<file path="config.mk">
export PLATFORM = sky130hd
export DESIGN_NAME = api_ch_sched
export DESIGN_NICKNAME = d
export VERILOG_FILES = /design/src/rtl/api_ch_sched.sv
export SDC_FILE = /design/constraint.sdc
export NUM_CORES = 1
export LEC_CHECK = 0
export BUFFER_PORTS_ARGS = -buffer_cell sky130_fd_sc_hd__buf_4
export CORE_AREA = 2 2 142 172
export CTS_BUF_LIST = sky130_fd_sc_hd__clkbuf_8
export DETAILED_ROUTE_END_ITERATION = 10
export DIE_AREA = 0 0 144 174
export SKIP_CTS_REPAIR_TIMING = 1
export SYNTH_ARGS = -nofsm -noshare
export SYNTH_HDL_FRONTEND = slang
export SYNTH_SLANG_ARGS = --single-unit
</file>
<file path="constraint.sdc">
create_clock -name clk -period 12.9 [get_ports clk]
set_input_delay 0 -clock clk [delete_from_list [all_inputs] [get_ports clk]]
set_output_delay 0 -clock clk [all_outputs]
set_load 0.03 [all_outputs]
</file>
<file path="src/rtl/api_ch_sched.sv">
// Round-robin channel scheduler between the API TX/RX FIFOs and the serial PHY.
// Each frame streams reg_word_num words for one enabled channel, then idles NOP_CYC cycles.
module api_ch_sched #(
    parameter int N_CH       = 10,
    parameter int CH_W       = 4,
    parameter int WORK_WORDS = 23,
    parameter int RX_BLOCK   = 11,
    parameter int RX_DEPTH   = 512,
    parameter int MAX_CHIP   = 5,
    parameter int NOP_CYC    = 15,
    parameter int TMR_W      = 28
) (
    input  logic             clk,
    input  logic             rst,
    input  logic             reg_rst,
    input  logic [N_CH-1:0]  reg_ch_en,
    input  logic [8:0]       reg_word_num,
    input  logic [TMR_W-1:0] reg_timeout,
    output logic [1:0]       state,
    output logic             busy,
    input  logic             tx_empty,
    output logic             tx_rd_en,
    input  logic [31:0]      tx_dout,
    output logic             rx_wr_en,
    output logic [31:0]      rx_din,
    input  logic [9:0]       rx_count,
    output logic             phy_mosi_vld,
    output logic [31:0]      phy_mosi_dat,
    input  logic             phy_miso_vld,
    input  logic [31:0]      phy_miso_dat,
    output logic [N_CH-1:0]  load,
    input  logic [N_CH-1:0]  miso_ch,
    output logic             miso_out,
    output logic [CH_W-1:0]  miner_id,
    output logic [3:0]       chip_idx,
    output logic             nonce_hit,
    output logic [CH_W-1:0]  nonce_ch
);
    typedef enum logic [1:0] {S_IDLE = 2'd0, S_WORK = 2'd1, S_NOP = 2'd2} state_t;

    localparam int WI_W  = $clog2(WORK_WORDS);
    localparam int NOP_W = $clog2(NOP_CYC + 1);
    localparam int CHX_W = CH_W + 1;
    localparam logic [WI_W-1:0]  WI_LAST  = WI_W'(WORK_WORDS - 1);
    localparam logic [WI_W-1:0]  WI_RXB   = WI_W'(RX_BLOCK);
    localparam logic [WI_W-1:0]  WI_TAG   = WI_W'(RX_BLOCK - 1);
    localparam logic [WI_W-1:0]  WI_NONCE = WI_W'(RX_BLOCK - 2);
    localparam logic [NOP_W-1:0] NOP_LAST = NOP_W'(NOP_CYC - 1);
    localparam logic [11:0]      RX_NEED  = 12'(RX_BLOCK * MAX_CHIP);
    localparam logic [11:0]      RX_DEP   = 12'(RX_DEPTH);
    localparam logic [CHX_W-1:0] N_CH_L   = CHX_W'(N_CH);

    state_t           r_state, w_state_nx;
    logic [CH_W-1:0]  r_ch_sel, w_ch_nx;
    logic [TMR_W-1:0] r_timer, w_timer_nx;
    logic [8:0]       r_word_cnt, w_word_nx, w_word_inc;
    logic [WI_W-1:0]  r_work_idx, w_widx_nx;
    logic [3:0]       r_chip_idx, w_chip_nx;
    logic [NOP_W-1:0] r_nop_cnt, w_nop_nx;
    logic             r_mosi_vld, w_mosi_nx;
    logic             r_nonce_hit, w_nonce_nx;
    logic [CH_W-1:0]  r_nonce_ch, w_nonce_ch_nx;
    logic             w_busy, w_rx_ok, w_start, w_rx_wr;
    logic [N_CH-1:0]  w_sel_oh;

    // Next enabled channel strictly after cur, wrapping; cur itself if no other is enabled.
    function automatic logic [CH_W-1:0] next_en(input logic [CH_W-1:0] cur,
                                                input logic [N_CH-1:0] en);
        logic [CH_W-1:0]  res;
        logic [CHX_W-1:0] cand;
        logic             found;
        res   = cur;
        found = 1'b0;
        for (int k = 1; k < N_CH; k++) begin
            cand = {1'b0, cur} + CHX_W'(k);
            if (cand >= N_CH_L) cand = cand - N_CH_L;
            if (!found && en[cand[CH_W-1:0]]) begin
                res   = cand[CH_W-1:0];
                found = 1'b1;
            end
        end
        return res;
    endfunction

    assign w_busy     = (r_timer != '0);
    assign w_rx_ok    = (12'(rx_count) + RX_NEED) <= RX_DEP;
    assign w_start    = reg_ch_en[r_ch_sel] & ~w_busy & ~tx_empty & (reg_word_num != 9'd0) & w_rx_ok;
    assign w_word_inc = r_word_cnt + 9'd1;
    assign w_rx_wr    = phy_miso_vld & (r_state == S_WORK) & (r_work_idx < WI_RXB) & ~reg_rst;
    assign w_sel_oh   = N_CH'(1) << r_ch_sel;

    always_comb begin
        w_state_nx    = r_state;
        w_ch_nx       = r_ch_sel;
        w_timer_nx    = w_busy ? r_timer - TMR_W'(1) : r_timer;
        w_word_nx     = r_word_cnt;
        w_widx_nx     = r_work_idx;
        w_chip_nx     = r_chip_idx;
        w_nop_nx      = r_nop_cnt;
        w_mosi_nx     = 1'b0;
        w_nonce_nx    = w_rx_wr & (r_work_idx == WI_NONCE) & (phy_miso_dat == 32'hbeafbeaf);
        w_nonce_ch_nx = w_nonce_nx ? r_ch_sel : r_nonce_ch;
        case (r_state)
            S_IDLE: begin
                if (reg_ch_en != '0 && !reg_ch_en[r_ch_sel]) begin
                    w_ch_nx = next_en(r_ch_sel, reg_ch_en);
                end else if (w_start) begin
                    w_state_nx = S_WORK;
                    // The start cycle is the first countdown cycle, so starts are exactly reg_timeout apart.
                    w_timer_nx = (reg_timeout == '0) ? '0 : reg_timeout - TMR_W'(1);
                    w_word_nx  = '0;
                    w_widx_nx  = '0;
                    w_chip_nx  = '0;
                    w_mosi_nx  = 1'b1;
                end
            end
            S_WORK: begin
                if (r_word_cnt == reg_word_num) begin
                    w_state_nx = S_NOP;
                    w_nop_nx   = '0;
                end else if (phy_miso_vld) begin
                    w_word_nx = w_word_inc;
                    if (r_work_idx == WI_LAST) begin
                        w_widx_nx = '0;
                        w_chip_nx = r_chip_idx + 4'd1;
                    end else begin
                        w_widx_nx = r_work_idx + WI_W'(1);
                    end
                    w_mosi_nx = (w_word_inc < reg_word_num);
                end
            end
            S_NOP: begin
                if (r_nop_cnt == NOP_LAST) begin
                    w_state_nx = S_IDLE;
                    w_nop_nx   = '0;
                    w_ch_nx    = next_en(r_ch_sel, reg_ch_en);
                end else begin
                    w_nop_nx = r_nop_cnt + NOP_W'(1);
                end
            end
            default: w_state_nx = S_IDLE;
        endcase
    end

    always_ff @(posedge clk or posedge rst) begin
        if (rst) begin
            r_state     <= S_IDLE;
            r_ch_sel    <= '0;
            r_timer     <= '0;
            r_word_cnt  <= '0;
            r_work_idx  <= '0;
            r_chip_idx  <= '0;
            r_nop_cnt   <= '0;
            r_mosi_vld  <= 1'b0;
            r_nonce_hit <= 1'b0;
            r_nonce_ch  <= '0;
        end else if (reg_rst) begin
            r_state     <= S_IDLE;
            r_ch_sel    <= '0;
            r_timer     <= '0;
            r_word_cnt  <= '0;
            r_work_idx  <= '0;
            r_chip_idx  <= '0;
            r_nop_cnt   <= '0;
            r_mosi_vld  <= 1'b0;
            r_nonce_hit <= 1'b0;
            r_nonce_ch  <= '0;
        end else begin
            r_state     <= w_state_nx;
            r_ch_sel    <= w_ch_nx;
            r_timer     <= w_timer_nx;
            r_word_cnt  <= w_word_nx;
            r_work_idx  <= w_widx_nx;
            r_chip_idx  <= w_chip_nx;
            r_nop_cnt   <= w_nop_nx;
            r_mosi_vld  <= w_mosi_nx;
            r_nonce_hit <= w_nonce_nx;
            r_nonce_ch  <= w_nonce_ch_nx;
        end
    end

    // TX FIFO is first-word-fall-through: the word on tx_dout is the one being popped.
    assign phy_mosi_vld = r_mosi_vld & ~reg_rst;
    assign tx_rd_en     = r_mosi_vld & ~reg_rst;
    assign phy_mosi_dat = tx_dout;
    assign rx_wr_en     = w_rx_wr;
    assign rx_din       = (r_work_idx == WI_TAG) ?
                          {phy_miso_dat[31:16], 4'h1, r_chip_idx, 8'(r_ch_sel)} : phy_miso_dat;
    assign state        = r_state;
    assign busy         = w_busy;
    assign load         = ~w_sel_oh;
    assign miso_out     = miso_ch[r_ch_sel];
    assign miner_id     = r_ch_sel;
    assign chip_idx     = r_chip_idx;
    assign nonce_hit    = r_nonce_hit;
    assign nonce_ch     = r_nonce_ch;
endmodule

</file>
* Word-level counts from Yosys, hierarchy flattened
Cells that the tools add are included.
** Word-level totals
- Memories kept :: 0
- Register bits after elaboration :: 62
- Bits in latches :: 0
- Output and inout bits :: 94
- Memory bits (writable) :: 0
- ROM bits :: 0
- Word-level logic and storage cells :: 348
** Operators by class
- Div/mod/pow operators :: 0
- Multipliers :: 0
- Reduce and logical (&&, ||, !) cells :: 48
- Shifts and indexed selects :: 1
- Bitwise operators :: 14
- Muxes and demuxes :: 201
- Order comparisons :: 31
- Add/subtract/negate cells :: 25
- Equality and inequality tests :: 18
** Operator list (count)
- $mux W4 :: 77
- $mux W28 :: 6
- $lt A4 B5 Y1 const B :: 19
- $bmux W1 S4 :: 20
- $mux W1 :: 74
- $sub A28 B1 Y28 const B :: 2
- $ge A5 B4 Y1 const B :: 9
- $mux W9 :: 5
- $sub A4 B4 Y4 const B :: 9
- $eq A32 B32 Y1 const B :: 1
- $mux W5 :: 6
- $logic_not A28 Y1 :: 1
- $reduce_bool A28 Y1 :: 1
- $pmux W4 S2 :: 3
- $ne A11 B11 Y1 const B :: 2
- $add A4 B3 Y5 const B :: 4
- $ne A3 B3 Y1 const B :: 6
- $pmux W9 S2 :: 1
- $logic_and A1 B1 Y1 :: 17
- $logic_not A1 Y1 :: 17
- $mux W16 :: 1
- $add A10 B6 Y11 const B :: 1
- $le A11 B10 Y1 const B :: 1
- $add A4 B2 Y5 const B :: 2
- 31 further kinds :: 53

* Logic depth before layout (Yosys ltp)
Gate-level depths: netlist (run 1).
- Depth after elaboration :: 52
- Depth in mapped cells :: 20

* Least setup slack after synthesis (run 1)
Ideal clock, no wire load.
- Kind :: reg2reg
- From :: register r_ch_sel[1], in the netlist miner_id[1]
- To :: register r_ch_sel[3], in the netlist miner_id[3]
- Cell stages (with the launch flop) :: 17
- Path buffers :: 2
- Data arrival time :: 4281 ps
- Setup slack :: 8537 ps
- Path through :: dfrtp_1 -> buf_2 -> buf_4 -> clkinv_1 -> ha_1 -> clkinv_1 -> ha_1 -> a21boi_0 -> o21bai_1 -> and4_1 -> o211ai_1 -> nand2_2 -> nor2_4 -> nand2_1 -> a211o_1 -> a221o_1 -> a31oi_1
** On the way
- Longest elaborated chain between the ends :: 51
** Ends and longest elaborated chain
- start, declared :: RTL line 54 : logic [CH_W-1:0] r_ch_sel, w_ch_nx;
- start signal, assigned :: RTL line 170 : r_ch_sel <= w_ch_nx;
- $add A4 B1 Y5 :: RTL line 75 : cand = {1'b0, cur} + CHX_W'(k);
- $sub A4 B4 Y4 or $ge A5 B4 Y1 (tied branches) :: RTL line 76 : if (cand >= N_CH_L) cand = cand - N_CH_L;
- $mux W4 :: RTL line 76
- $mux W4, on equally long branches :: RTL line 133, 105
- $mux W4 :: RTL line 103 : case (r_state)
- $bmux W1 S4 :: RTL line 77 : if (!found && en[cand[CH_W-1:0]]) begin
- $mux W1 (not written as such) :: RTL line 77
- $mux W1 :: RTL line 77
- [35 not listed]
- $mux W1, on equally long branches :: RTL line 133, 105
- $mux W1 :: RTL line 103
- $logic_not A1 Y1 :: RTL line 77
- $logic_and A1 B1 Y1 :: RTL line 77
- $mux W4 :: RTL line 77
- $mux W4, on equally long branches :: RTL line 133, 105
- $pmux W4 S2 :: RTL line 103
- $mux W4 :: RTL line 157 : end else if (reg_rst) begin
Parallel ways exist; a longest one is shown, timed or not. The select of a mux whose other input is x is not followed.
A chain may end at the register's enable or synchronous reset.

* Worst setup path in the final report (run 1)
Same ends and word-level chain as after synthesis.

==> results of run 1 <==
## through the flow
step / area (um^2) / util [%] / hold WS, ns / power [uW]
CTS: 9140 / 38.9 / -0.0867 / 2210
finish: 9160 / 39.0 / -0.0118 / 2220
floorplan: 7820 / - / 0.132 / 1680
global route: 9160 / 39.0 / 0.0000434 / 2410
global placement: 8920 / 37.9 / 0.000205 / 1990
detailed placement: 8920 / 37.9 / 0.000205 / 2000
## cell type report
| type | instances | share of cell area, % |
|---|---|---|
| flip-flops and latches | 62 | 17.0 |
| clock buffers | 10 | 1.50 |
| inverters | 44 | 1.80 |
| multi-input cells | 763 | 60.3 |
| clock inverters | 6 | 0.915 |
| repair buffers | 172 | 14.2 |
| well taps | 320 | 4.37 |
## per-layer routing
metal  global-route usage [%]  up-vias
met5                        0        -
met4                     4.94        0
met3                     1.90       23
met2                     28.9      164
met1                     23.7     3353
li1                         -     3588
## cells by family after synthesis
family / after synthesis / synth area share (%)
fa+ha+maj: 46 / 7.46
buf+inv: 128 / 9.55
simple gates: 378 / 26.1
flops: 62 / 19.8
mux: 55 / 8.54
compound gates: 213 / 19.7
xor+xnor: 71 / 8.82
## synth_stat cells (7+ instances only)
library cell	instances	share of area [%]
ha_1	45	7.2
a21oi_1	47	3.0
buf_2	8	0.51
nor4_1	17	1.4
or3_1	9	0.72
mux2_2	18	2.6
a211oi_1	8	0.77
and3_1	7	0.56
nor2_1	71	3.4
o21a_1	7	0.67
nor3_1	27	1.7
o211ai_1	7	0.67
inv_1	39	1.9
nand2b_1	20	1.6
o21ai_0	50	3.2
xor2_1	27	3.0
and2_1	10	0.80
xnor2_1	38	4.3
nand2_1	96	4.6
buf_4	52	5.0
nand4_1	15	1.2
dfrtp_1	62	20
nor2b_1	21	1.7
nor3b_1	7	0.67
nand3_1	22	1.4
a31oi_1	14	1.1
nand3b_1	7	0.67
o31ai_1	9	0.86
mux2i_1	26	3.3
clkbuf_1	18	0.86
## worst max-delay path, delay by kind of cell (launching register included)
kind                       cells  cell delay, ns
AOI/OAI and AO/OA              6            1.51
and+or+nand+nor                4            0.75
DFF                            1            0.32
adders and majority gates      2            1.27
buffers and inverters          3            1.37
## flip-flops by register name, summed over array words and instances, names as in the netlist
signal,cells
chip_idx,4
r_word_cnt,9
r_mosi_vld,1
r_timer,28
state,2
r_nop_cnt,4
r_work_idx,5
nonce_ch,4
nonce_hit,1
miner_id,4
## worst paths after layout
kind | start | end | slack (ns) | cells after the start
worst max-delay path | miner_id[1] | miner_id[3] | 7.58 | 15
worst min-delay path | reg_timeout[10] | r_timer[10] | -0.01 | 4
worst max register to register | miner_id[1] | miner_id[3] | 7.58 | 15
worst min register to register | r_nop_cnt[3] | r_nop_cnt[3] | 0.51 | 1
max in group asynchronous | rst | miner_id[0] | 11.89 | 4
min in group asynchronous | rst | r_word_cnt[4] | 0.43 | 4
## report_power, final
part | total (uW) | leakage [uW] | internal, uW | switching (uW)
Combinational | 1760 | 0.00302 | 717 | 1040
Clock | 192 | 0.000116 | 114 | 78.1
Sequential | 270 | 0.000849 | 235 | 34.6
==> summary.md, run 1 <==
| Metric | Value |
|---|---|
| Max incr delay on CP | approximately 0.84 ns |
| Worst Hold Class | primary input to flip-flop |
| Synth Instances | about 950 |
| Crit path cell chain | buf_4, clkinv_1, ha_1, clkinv_1, ha_1, a21boi_0, o21bai_1, and4_1, o211ai_1, nand2_2, nor2_4, nand2_1, a211o_1, a221o_1, a31oi_1 |
| Final nets | around 1200 |
| # DRC | 0 |
| Via density | about 5.2 |
| DIE WIDTH | between 100 and 150 um |
| CP max-delay cell | ha_1 |
| Max Transition Viols Final | 0 |
| Skew-Pair Late Insertion Delay | 0.34 ns |
| H-tree depth | 3 |
| Worst setup margin | 7.58 ns |
| Synthesized Nets | approximately 1100 |
| Synth-to-layout area growth | 17.1% |
| Grt ovf | 0 |
| CTS max path bufs | 2 |
| Core area | ~0.024 mm^2 |
| Detail Route Antenna Nets | 0 |
| Worst hold slack | -0.0118 ns |
| Crit-path max FO | 26 |
| Non-Filler Instances | 1377 |
| Most common cell after layout, fill and taps aside | buf_4 |
| Fin crit period | 5.32 ns |
| Data arrival, critical path | between 5 and 6 ns |
| Routed len/inst | 15.8 um |
| Register bit count reported by yosys | between 60 and 70 |
| Worst Setup Start Kind | flip-flop |
| CTS Root Cell | clkbuf_8 |
| Site Rows | slightly above 60 |
| Vias | 7128 |
| Yosys cell types | 110 |
| P per Cell Area | around 240 mW/mm^2 |
| Initial antenna violation count | 0 |
| Transition time at the pin with the least slew margin | between 0.9 and 1 ns |
| DP Wirelength | between 15000 and 20000 um |
| Worst-path clk slew | 0.07 ns |
| Syn_area_per_cell | 8.21 um^2 |
| Crit. End Element | flip-flop |
| Seq/Total Area, Yosys | slightly below 20% |
| Register Area | about 0.0016 mm^2 |
| Skew final | between 0.008 and 0.009 ns |
| Sum Neg Setup Slack | 0 ns |
| Chip Height | 174 um |
| Worst slack at placement | ~7.7 ns |
| DR top layer | met4 |
| CTS tree | yes |
| # clock sinks | 62 |
| Failing checks | hold timing |
| Tcrit/Tclk final | 41.3% |
| Starting Density | 33.3% |
| I/O Buffers | ~160 |
| Multi-input gate area | ~0.0055 mm^2 |
| First-pass GRT wire length | approximately 35000 um |
| Number of synthesized flops with an enable pin | 0 |
| FFs w/ async S/R, synth | 100% |
| Wire length on met1 | roughly 10000 um |
| Warnings, synthesis | 0 |
| Worst IR Drop VDD | approximately 0.13 mV |
| WL met2 | slightly above 10000 um |
| RSZ-0062 raised after global routing | no |
| Post-Syn Area | a little under 0.008 mm^2 |
| Lkg Pwr | between 0.003 and 0.004 uW |
| I/O pin total | 230 |
| Full die area | between 0.02 and 0.03 mm^2 |
| Top FF cell, synth | dfrtp_1 |
| RePlAce Congestion | 0.878 |
| Setup CP Type | flip-flop to flip-flop |
| Worst EP required | between 10 and 15 ns |
| Number of CTS-inserted buffers | 9 |
| Starting DRC count in detailed routing | approximately 380 |
| Met3 wire len | 803 um |
| Max Freq | about 190 MHz |
| Routed wire length | approximately 22000 um |
| Pin count of the biggest net entering global routing | 63 |
| Final hold violations | 1 |
| Max Cap Viol | 0 |
| Vias in the first global route | just under 7000 |
| Share of cells above drive strength 1 | 25.2% |
| # fillers | 2444 |
| Highest-count cells in the layout ignoring fill and taps | buf_4, nand2_1, nor2_1 |
| Outcome | finished, violations left |
| Antenna diodes | 0 |
| Placed Cells incl. Taps | about 1400 |
| Setup Viol. Count Final | 0 |
| Total Routing Usage GR | about 17% |
| Slew headroom | a little under two fifths |
| Drt pass-1 iters | 5 |
No activity file was read; power rests on OpenSTA's default activity.
==> run 2: changes to the inputs <==
Clock period 12.9 ns to 4.25 ns, I/O delays scaled along.
==> summary.md, run 2 (synthesis results as in run 1) <==
| Metric | Value |
|---|---|
| Outcome | finished, final reports clean |
| Highest-count cells in the layout ignoring fill and taps | buf_4, nand2_1, nor2_1 |
| Switching share of power | roughly 53% |
| # fillers | ~2400 |
| I/O Buffers | approximately 160 |
| CTS Root Cell | clkbuf_8 |
| Most common cell after layout, fill and taps aside | buf_4 |
| Worst setup margin | ~0.27 ns |
| Full die area | 0.0251 mm^2 |
| Transition time at the pin with the least slew margin | 1.04 ns |
| Initial antenna violation count | 0 |
| Routed len/inst | 16.1 um |
| Setup CP Type | flip-flop to flip-flop |
| P per Cell Area | 732 mW/mm^2 |
| Max Cap Viol | 0 |
| Setup Viol. Count Final | 0 |
| Placed inst area | about 0.0090 mm^2 |
| Worst Setup Start Kind | flip-flop |
| Top Registers | r_timer: 28 flops, r_word_cnt: 9 flops, r_work_idx: 5 flops |
| Final hold violations | 0 |
| Biggest register | r_timer |
| H-tree depth | 3 |
| Flop pwr share | ~12% |
| Worst IR Drop VDD | between 0.3 and 0.4 mV |
| Register Area | approximately 0.0016 mm^2 |
| Post-route design area | roughly 0.0093 mm^2 |
| Skew-Pair Late Insertion Delay | around 0.36 ns |
| Skew final | between 0.015 and 0.02 ns |
| Share of cells above drive strength 1 | 26.6% |
| Chip Height | approximately 170 um |
| Pin count of the biggest net entering global routing | 63 |
| Worst hold slack | around 0.000011 ns |
| Slew headroom | about 29% |
| Worst slack at placement | about 0.32 ns |
| CTS tree | yes |
| Routed wire length | 22400 um |
| Total Routing Usage GR | around 18% |
| Drt pass-1 iters | 4 |
| Final nets | roughly 1300 |
| Synth-to-layout area growth | 18.4% |
| Fin crit period | between 3 and 4 ns |
| Via density | 5.18 |
| Starting DRC count in detailed routing | 410 |
| Crit-path max FO | 23 |
| First-pass GRT wire length | about 36000 um |
| Overall power | 6780 uW |
| Detail Route Antenna Nets | 0 |
| Worst EP required | ~4.5 ns |
| RePlAce Congestion | about 0.88 |
| Antenna diodes | 0 |
| Vias | 7231 |
| Site Rows | slightly above 60 |
| Crit. End Element | flip-flop |
| Cell Int Power | 3200 uW |
| CTS max path bufs | 2 |
| Worst-path clk slew | 0.08 ns |
| Switching power | about 3600 uW |
| Multi-input gate area | approximately 0.0055 mm^2 |
| Clock Power Share | ~6.9% |
| Starting Density | between 30% and 40% |
| RSZ-0062 raised after global routing | no |
| Data arrival, critical path | roughly 4.2 ns |
| Number of CTS-inserted buffers | 9 |
| Sum Neg Setup Slack | 0 ns |
| Lkg Pwr | 0.00405 uW |
| Comb pwr share | 80.7% |
| Tcrit/Tclk final | 93.7% |
| Number of flip-flops in the largest register | 28 |
| Worst Hold Class | primary input to output port |
| Vias in the first global route | a little over 7000 |
| Max Transition Viols Final | 0 |
| Max Freq | 251 MHz |
| DP Wirelength | between 15000 and 20000 um |
| Core area | ~0.024 mm^2 |
| DIE WIDTH | about 140 um |
| Grt ovf | 0 |
| # DRC | 0 |
| # clock sinks | 62 |
| I/O pin total | 230 |
[run 2: critical path: stages, from the launching register on]
cell      delay (ns)
dfrtp_1         0.38
buf_4           0.33
ha_1            0.24
inv_1           0.06
fa_1            0.50
nor3b_1         0.06
nor3_2          0.46
nor2_1          0.18
a211oi_2        0.50
and3_4          0.31
nand4_2         0.17
o41a_1          0.45
mux2i_1         0.14
a21oi_1         0.07
[run 2: stage by stage]
| step | utilization (%) | std cells |
|---|---|---|
| CTS | 39.2 | 1392 |
| finish | 39.4 | 1395 |
| floorplan | - | 953 |
| global placement | 38.5 | 1376 |
| detailed placement | 38.5 | 1376 |
| global route | 39.4 | 1395 |
[run 2: metal layers]
metal / track usage (%) / up-vias / wire length, um
met3: 2.18 / 32 / 799
met4: 5.96 / 0 / 535
li1: - / 3620 / -
met2: 29.4 / 163 / 10800
met5: 0 / - / 0
met1: 23.7 / 3416 / 10300
[run 2: power groups by stage]
stage | combinational (uW) | clock, uW | sequential [uW]
final | 5480 | 465 | 842
after global placement | 5360 | 0 | 849
after CTS | 5420 | 475 | 844
after global routing | 5970 | 502 | 864
after detailed placement | 5390 | 0 | 854
after floorplan | 4240 | 0 | 866
[run 2: path summary, 6_finish.rpt]
| kind | cells past startpoint | slack [ns] | end | start |
|---|---|---|---|---|
| worst max-delay path | 13 | 0.27 | miner_id[1] | miner_id[2] |
| worst min-delay path | 0 | 0.00001 | phy_mosi_dat[12] | tx_dout[12] |
| worst max register to register | 13 | 0.27 | miner_id[1] | miner_id[2] |
| worst min register to register | 1 | 0.51 | r_nop_cnt[3] | r_nop_cnt[3] |
| max in group asynchronous | 4 | 3.26 | miner_id[1] | rst |
| min in group asynchronous | 4 | 0.41 | r_word_cnt[3] | rst |
[run 2: layout make-up]
| class | instances | area share [%] |
|---|---|---|
| Multi-Input combinational cell | 763 | 59.8 |
| Tap cell | 320 | 4.32 |
| Sequential cell | 62 | 16.8 |
| Clock inverter | 7 | 0.513 |
| Clock buffer | 9 | 1.34 |
| Timing Repair Buffer | 190 | 15.5 |
| Inverter | 44 | 1.78 |
